===== src/rtl/tdm_pkg.sv =====
// rtl/tdm_pkg.sv - shared types and constants for tdm_demux81 (optional feature macro: TDM_PARITY_EN)
package tdm_pkg;

  typedef enum logic {HUNT, RECV} state_t;

  localparam int NCH_DEF = 8;
`ifdef TDM_PARITY_EN
  // The slot counter also has to reach the parity slot, whose index is NCH.
  localparam int SLOT_W_DEF = 4;
`else
  localparam int SLOT_W_DEF = 3;
`endif

  // Number of beats in one frame, including the parity slot when it is built in.
  function automatic int frame_len(input int nch);
`ifdef TDM_PARITY_EN
    return nch + 1;
`else
    return nch;
`endif
  endfunction

endpackage


===== src/rtl/tdm_demux81_slot_dec.sv =====
// rtl/tdm_demux81_slot_dec.sv - slot index to one-hot shadow write-enable decoder
module slot_dec #(
  parameter int NCH    = 8,
  parameter int SLOT_W = 3
) (
  input  logic [SLOT_W-1:0] idx,
  input  logic              en,
  output logic [NCH-1:0]    we
);

  // One enable per channel; an index past the last channel (parity slot) enables nothing.
  always_comb begin
    we = '0;
    for (int i = 0; i < NCH; i++) begin
      we[i] = en && (idx == SLOT_W'(i));
    end
  end

endmodule


===== src/rtl/tdm_demux81.sv =====
// rtl/tdm_demux81.sv - 8:1 TDM receive demultiplexer (optional feature macro: TDM_PARITY_EN)
module tdm_demux81
  import tdm_pkg::*;
#(
  parameter int NCH    = NCH_DEF,
  parameter int SLOT_W = SLOT_W_DEF
) (
  input  logic              clk,
  input  logic              rst_n,
  input  logic              din,
  input  logic              din_valid,
  input  logic              frame_sync,
  output logic [NCH-1:0]    dout,
  output logic              dout_valid,
  output logic [SLOT_W-1:0] slot,
  output logic              locked,
  output logic              sync_err
`ifdef TDM_PARITY_EN
  ,
  output logic              parity_err
`endif
);

  localparam int              FRAME_LEN = frame_len(NCH);
  localparam logic [SLOT_W-1:0] LAST    = SLOT_W'(FRAME_LEN - 1);

  state_t              state, state_n;
  logic [SLOT_W-1:0]   slot_q, slot_n;
  logic [NCH-1:0]      shadow, shadow_d, we;
  logic [SLOT_W-1:0]   cap_idx;
  logic                cap_en;
  logic                publish;
  logic                se_n;
`ifdef TDM_PARITY_EN
  logic                pe_n;
`endif

  slot_dec #(.NCH(NCH), .SLOT_W(SLOT_W)) u_slot_dec (
    .idx (cap_idx),
    .en  (cap_en),
    .we  (we)
  );

  // Shadow with this beat's bit merged in; also the frame published on completion,
  // so the last data bit reaches dout on the same edge it is sampled.
  assign shadow_d = (shadow & ~we) | ({NCH{din}} & we);

  // Framing decisions for the current beat: capture, slot advance, publish, errors.
  always_comb begin
    state_n = state;
    slot_n  = slot_q;
    cap_en  = 1'b0;
    cap_idx = slot_q;
    publish = 1'b0;
    se_n    = 1'b0;
`ifdef TDM_PARITY_EN
    pe_n    = 1'b0;
`endif
    if (din_valid) begin
      case (state)
        HUNT: begin
          if (frame_sync) begin
            cap_en  = 1'b1;
            cap_idx = '0;
            slot_n  = SLOT_W'(1);
            state_n = RECV;
          end
        end
        RECV: begin
          if (frame_sync) begin
            // Sync anywhere but slot 0 means we lost alignment; restart the frame here.
            se_n    = (slot_q != '0);
            cap_en  = 1'b1;
            cap_idx = '0;
            slot_n  = SLOT_W'(1);
          end else if (slot_q == '0) begin
            se_n    = 1'b1;
            state_n = HUNT;
          end else if (slot_q == LAST) begin
            slot_n = '0;
`ifdef TDM_PARITY_EN
            if (din == ^shadow) publish = 1'b1;
            else                pe_n    = 1'b1;
`else
            cap_en  = 1'b1;
            publish = 1'b1;
`endif
          end else begin
            cap_en = 1'b1;
            slot_n = slot_q + SLOT_W'(1);
          end
        end
        default: state_n = HUNT;
      endcase
    end
  end

  // State, slot counter, shadow capture, frame publish and one-cycle pulses.
  always_ff @(posedge clk or negedge rst_n) begin
    if (!rst_n) begin
      state      <= HUNT;
      slot_q     <= '0;
      shadow     <= '0;
      dout       <= '0;
      dout_valid <= 1'b0;
      sync_err   <= 1'b0;
`ifdef TDM_PARITY_EN
      parity_err <= 1'b0;
`endif
    end else begin
      state      <= state_n;
      slot_q     <= slot_n;
      shadow     <= shadow_d;
      dout_valid <= publish;
      sync_err   <= se_n;
      if (publish) dout <= shadow_d;
`ifdef TDM_PARITY_EN
      parity_err <= pe_n;
`endif
    end
  end

  assign slot   = slot_q;
  assign locked = (state == RECV);

endmodule


===== config.mk =====
export PLATFORM = sky130hd
export DESIGN_NAME = tdm_demux81
export DESIGN_NICKNAME = d
export VERILOG_FILES = /design/src/rtl/tdm_pkg.sv /design/src/rtl/tdm_demux81_slot_dec.sv /design/src/rtl/tdm_demux81.sv
export SDC_FILE = /design/constraint.sdc
export NUM_CORES = 1
export LEC_CHECK = 0
export ABC_AREA = 1
export BUFFER_PORTS_ARGS = -buffer_cell sky130_fd_sc_hd__buf_2
export CAP_MARGIN = 25
export CORE_MARGIN = 2
export CORE_UTILIZATION = 58
export DETAILED_ROUTE_END_ITERATION = 10
export PLACE_DENSITY = 0.82
export SLEW_MARGIN = 20
export SYNTH_ARGS = -nofsm -noshare
export SYNTH_HDL_FRONTEND = slang
export SYNTH_SLANG_ARGS = --single-unit

===== constraint.sdc =====
create_clock -name clk -period 3.46 [get_ports clk]
set_input_delay 0.173 -clock clk [delete_from_list [all_inputs] [get_ports clk]]
set_output_delay 0.173 -clock clk [all_outputs]
set_load 0.02 [all_outputs]

[Yosys cells after proc, flatten, opt, wreduce, memory -nomap -nowiden]
Cells that the tools add are included.
Widths: inputs -> output; s select.
Cells by class
  add/sub/neg operators: 1
  $mul: 0
  order comparisons: 0
  reductions and logical operators: 12
  muxes and demuxes: 21
  divide/modulo/power cells: 0
  equality and inequality tests: 10
  bitwise logic cells: 5
  shift-type cells: 0
Operators with widths (count)
  $mux 3: 6
  $and 8x8->8: 2
  $eq 3x3->1 const B: 5
  $mux 1: 13
  $logic_and 1x1->1: 8
  $not 8->8: 1
  $or 8x8->8: 1
  $eq 3x2->1 const B: 2
  $logic_not 3->1: 2
  $pmux 3 s2: 1
  $add 3x1->3 const B: 1
  $eq 3x1->1 const B: 1
  $ne 3x3->1 const B: 1
  $reduce_and 3->1: 1
  $reduce_bool 3->1: 1
  $ne 2x2->1 const B: 1
  $pmux 1 s2: 1
  $not 1->1: 1
Word-level totals
  bits in writable memories: 0
  latch bits: 0
  word-level logic and storage cells: 55
  memories kept: 0
  input port bits: 5
  register bits: 22
  bits in read-only memories: 0

[Logic depth before layout (Yosys ltp)]
  depth after elaboration: 9
  mapped depth: 13

[Modules after synthesis]
A second synthesis with hierarchy kept.
Unflattened totals
  cell total of the unflattened synthesis: 133
  area total of the unflattened synthesis: 1169.9 um2
By module, submodules not included
  tdm_demux81: instances 1, cells each 116, seq. area each 550.5 um2, area an instance 1106.1 um2
  slot_dec: instances 1, cells each 17, seq. area each 0.0 um2, area an instance 63.8 um2

[Worst setup path after synthesis]
No wires, ideal clock.
  path kind: reg2reg
  from: register slot_q[0] (netlist: slot[0])
  to: register shadow[2]
  setup slack: 1.518 ns
  data arrival time: 1.823 ns
  cell stages (with the launch flop): 12
  required time: 3.341 ns
  period minus slack after synthesis: 1.942 ns
  path through: dfrtp_1 -> clkbuf_1 -> inv_1 -> ha_1 -> nand2_1 -> inv_1 -> ha_1 -> nand2_1 -> nand2_2 -> inv_2 -> nand3_1 -> and2_1
Between the ends
  word-level cells in the longest chain between the ends: 9
  elaborated cells between the ends (all ways): 13
  those cells by class: eq/ne: 1; mux: 6; bitwise: 4; reduce/logical: 2
Ends and longest elaborated chain
  start: declaration: line tdm_demux81.sv:28  | logic [SLOT_W-1:0] slot_q, slot_n;
  start signal: assignment: line tdm_demux81.sv:112  | slot_q <= slot_n;
  $logic_not 3->1: line tdm_demux81.sv:76  | end else if (slot_q == '0) begin
  $mux 1: line tdm_demux81.sv:76
  $mux 1: line tdm_demux81.sv:70  | if (frame_sync) begin
  $pmux 1 s2: line tdm_demux81.sv:60  | case (state)
  $mux 1: line tdm_demux81.sv:59  | if (din_valid) begin
  $logic_and 1x1->1 (*): line tdm_demux81_slot_dec.sv:15  | we[i] = en && (idx == SLOT_W'(i));
  $not 8->8: line tdm_demux81.sv:46  | assign shadow_d = (shadow & ~we) | ({NCH{din}} & we);
  $and 8x8->8: line tdm_demux81.sv:46
  $or 8x8->8 (*): line tdm_demux81.sv:46
  net shadow_d[2]: line tdm_demux81.sv:29  | logic [NCH-1:0] shadow, shadow_d, we;
  end signal: assignment: line tdm_demux81.sv:113  | shadow <= shadow_d;
  end: declaration: line tdm_demux81.sv:29
Mark *: on every way through the listed nets, which the timed path passes. The rest lies on a longest branch.
A chain may end at the register's enable or synchronous reset.

[Final worst setup path]
Same ends and word-level chain as after synthesis.

==> results.ini <==
[run_status]
status = complete, no violations

[sta]
max-slew-margin-rel = 0.694
slew_viol_final = 0
fmaxAchievable_mhz = 521
min_period_ns = 1.92
hold_viol = 0
setup_ws_ns = 1.54
worst_pin_slew_ns = 0.457
setup_viol = 0
fin_skew_ns = 0.00536
fin_crit_sh = 0.554
setup_tns_ns = 0
rsz0062_at_grt = false

[detailed_routing]
drt_first_pass_iters = 4
drc = 0
wl_per_cell_um = 11.8
vias = 922
postRouteAntennaNets = 0
viasPerCell = 5.18
drt_iter0_markers = 33
wl_um = 2100

[clock_tree]
clock_latency_ns = 0.31
cts-root-buf = clkbuf_4
path_clk_slew_ns = 0.12
cts_sinks = 22
clock_path_buffers = 2
cts_made_buffers = 3
htreeDepth = 1
cts_tree = yes

[critical_path]
cp.required_ns = 3.67
critPathArrivalTime_ns = 2.13
path_class = flop to flop
cp_max_fo = 10
end_kind = flop
crit_path_start_kind = flop

[place]
gp_congestion = 0.832
dp_hpwl_um = 1540
numPortBuffers = 18
post-place-ws_ns = 1.59
placed_cells = 173

[logic_synthesis]
synthMostInstantiatedCell = nand2_1
synth_top_flop_cell = dfrtp_1
syn_area_per_cell_sq_um = 8.30
seq_area_frac_synth = 0.502
syn_nets = 141
syn_inst = 132
synth.cells.most_frequent = 37 x nand2_1, 22 x dfrtp_1, 15 x nand3_1, 12 x inv_1, 10 x nor2_1
synth_edf_count = 0
yosys_warnings = 0
async_flop_share = 1.00
synth-seq-cells = 22
synth.distinct_cells = 16
synth_top_area_share = 0.502
synth_top_area_cell = dfrtp_1
syn_area_sq_um = 1100
synthTopCellsByArea = dfrtp_1 50%, nand2_1 13%, nand3_1 6.8%, ha_1 4.6%, inv_1 4.1%

[pwr]
swShare = 0.405
ir_drop_uv = 445
p_per_area_nw_per_um2 = 695
combPwrFrac = 0.392
pwr-share-clk = 0.164
p_switching_mw = 0.354
internal-power_mw = 0.519
seqPwrFrac = 0.444
p_leak_nw = 0.682

[finish]
nFillCells = 128
drive_gt1_frac = 0.196
final_cells = 178
finalNetCount = 163
multi_input_area_sq_um = 477
areaGrowthSynthToFinish_pct = 14.5
regArea_sq_um = 551
num_antenna_cells = 0

[global_routing]
grt_pass1_vias = 805
grt_max_degree = 23
antenna_found_initial = 0
grt_pass1_wl_um = 3330
grt.overflow.total = 0
track_usage = 0.215

[floorplanning]
io_pins = 19
fp.dieW_um = 47.5
start_util = 0.628
core_area_sq_um = 1750
die_area_sq_um = 2250
rows = 15
dieHeight_um = 47.5

[min_path]
hold_path.class = primary input to flop

[run]
cap_violations = 0

==> power by group through the flow <==
stage                     logic (mW)  clock network (mW)  registers [mW]
after floorplan                0.211                   0           0.422
after global placement         0.326                   0           0.386
after detailed placement       0.340                   0           0.391
after CTS                      0.344               0.144           0.387
after global routing           0.387               0.153           0.398
final                          0.342               0.143           0.387
==> metal layers <==
| layer | GRT usage | routed length (um) |
|---|---|---|
| met4 | 0.100 | 52 |
| met3 | 0.0453 | 60 |
| met5 | 0 | 0 |
| met2 | 0.354 | 1010 |
| met1 | 0.270 | 982 |
==> critical path: stages (launching register included) <==
cell,delay [ns]
dfrtp_1,0.52
inv_1,0.14
ha_1,0.21
nand2_1,0.09
inv_1,0.05
ha_1,0.17
nand2_1,0.07
nand2_2,0.13
inv_2,0.15
nand3_1,0.10
and2_1,0.18
==> per-stage QoR <==
stage	cell area, sq um	util	hold slack [ns]	total power, mW
floorplan	1100	-	-0.123	0.633
global placement	1210	0.692	0.153	0.712
detailed placement	1210	0.692	0.156	0.731
CTS	1250	0.719	0.0886	0.874
global route	1250	0.719	0.104	0.938
finish	1250	0.719	0.0982	0.872
==> registers in the layout (all words and copies together), names as in the netlist <==
signal	flops
locked	1
dout	8
shadow	8
sync_err	1
dout_valid	1
slot	3
==> cell usage in the layout, fill, tap and decap left out, drive strengths merged, types with 5 or more instances in the layout <==
master  count
and2        6
dfrtp      22
nor2       10
nand4       5
nand2      39
o21ai       6
o21bai      5
inv        16
buf        18
nand3      16
==> area by class of cell <==
type / instances / share of cell area
well taps: 25 / 0.0249
flip-flops and latches: 22 / 0.439
repair buffers: 19 / 0.0798
clock buffers: 4 / 0.0289
multi-input cells: 92 / 0.380
inverters: 16 / 0.0479
==> final timing paths <==
kind,start,to,slack [ns],cells after the start
worst max-delay path,slot[0],shadow[2],1.54,10
worst max register to register,slot[0],shadow[2],1.54,10
worst min register to register,dout[0],dout[0],0.49,2
max in group asynchronous,rst_n,slot[2],2.81,2
min in group asynchronous,rst_n,dout[6],0.34,2
worst min-delay path,din_valid,locked,0.1,2
==> kinds of logic (layout without fill, tap and decap cells) <==
group	Yosys count	count (layout)	share of synthesized area
compound gates	11	11	0.0616
fa+ha+maj	4	4	0.0457
buf+inv	18	39	0.0628
flops	22	22	0.502
simple gates	77	77	0.328
==> what timing repair did <==
item	in CTS	in global routing
hold buffers	1	0
endpoints found under the hold margin	22	0
setup buffers	0	0
gates resized for setup	0	0
No activity file was read; power rests on OpenSTA's default activity.
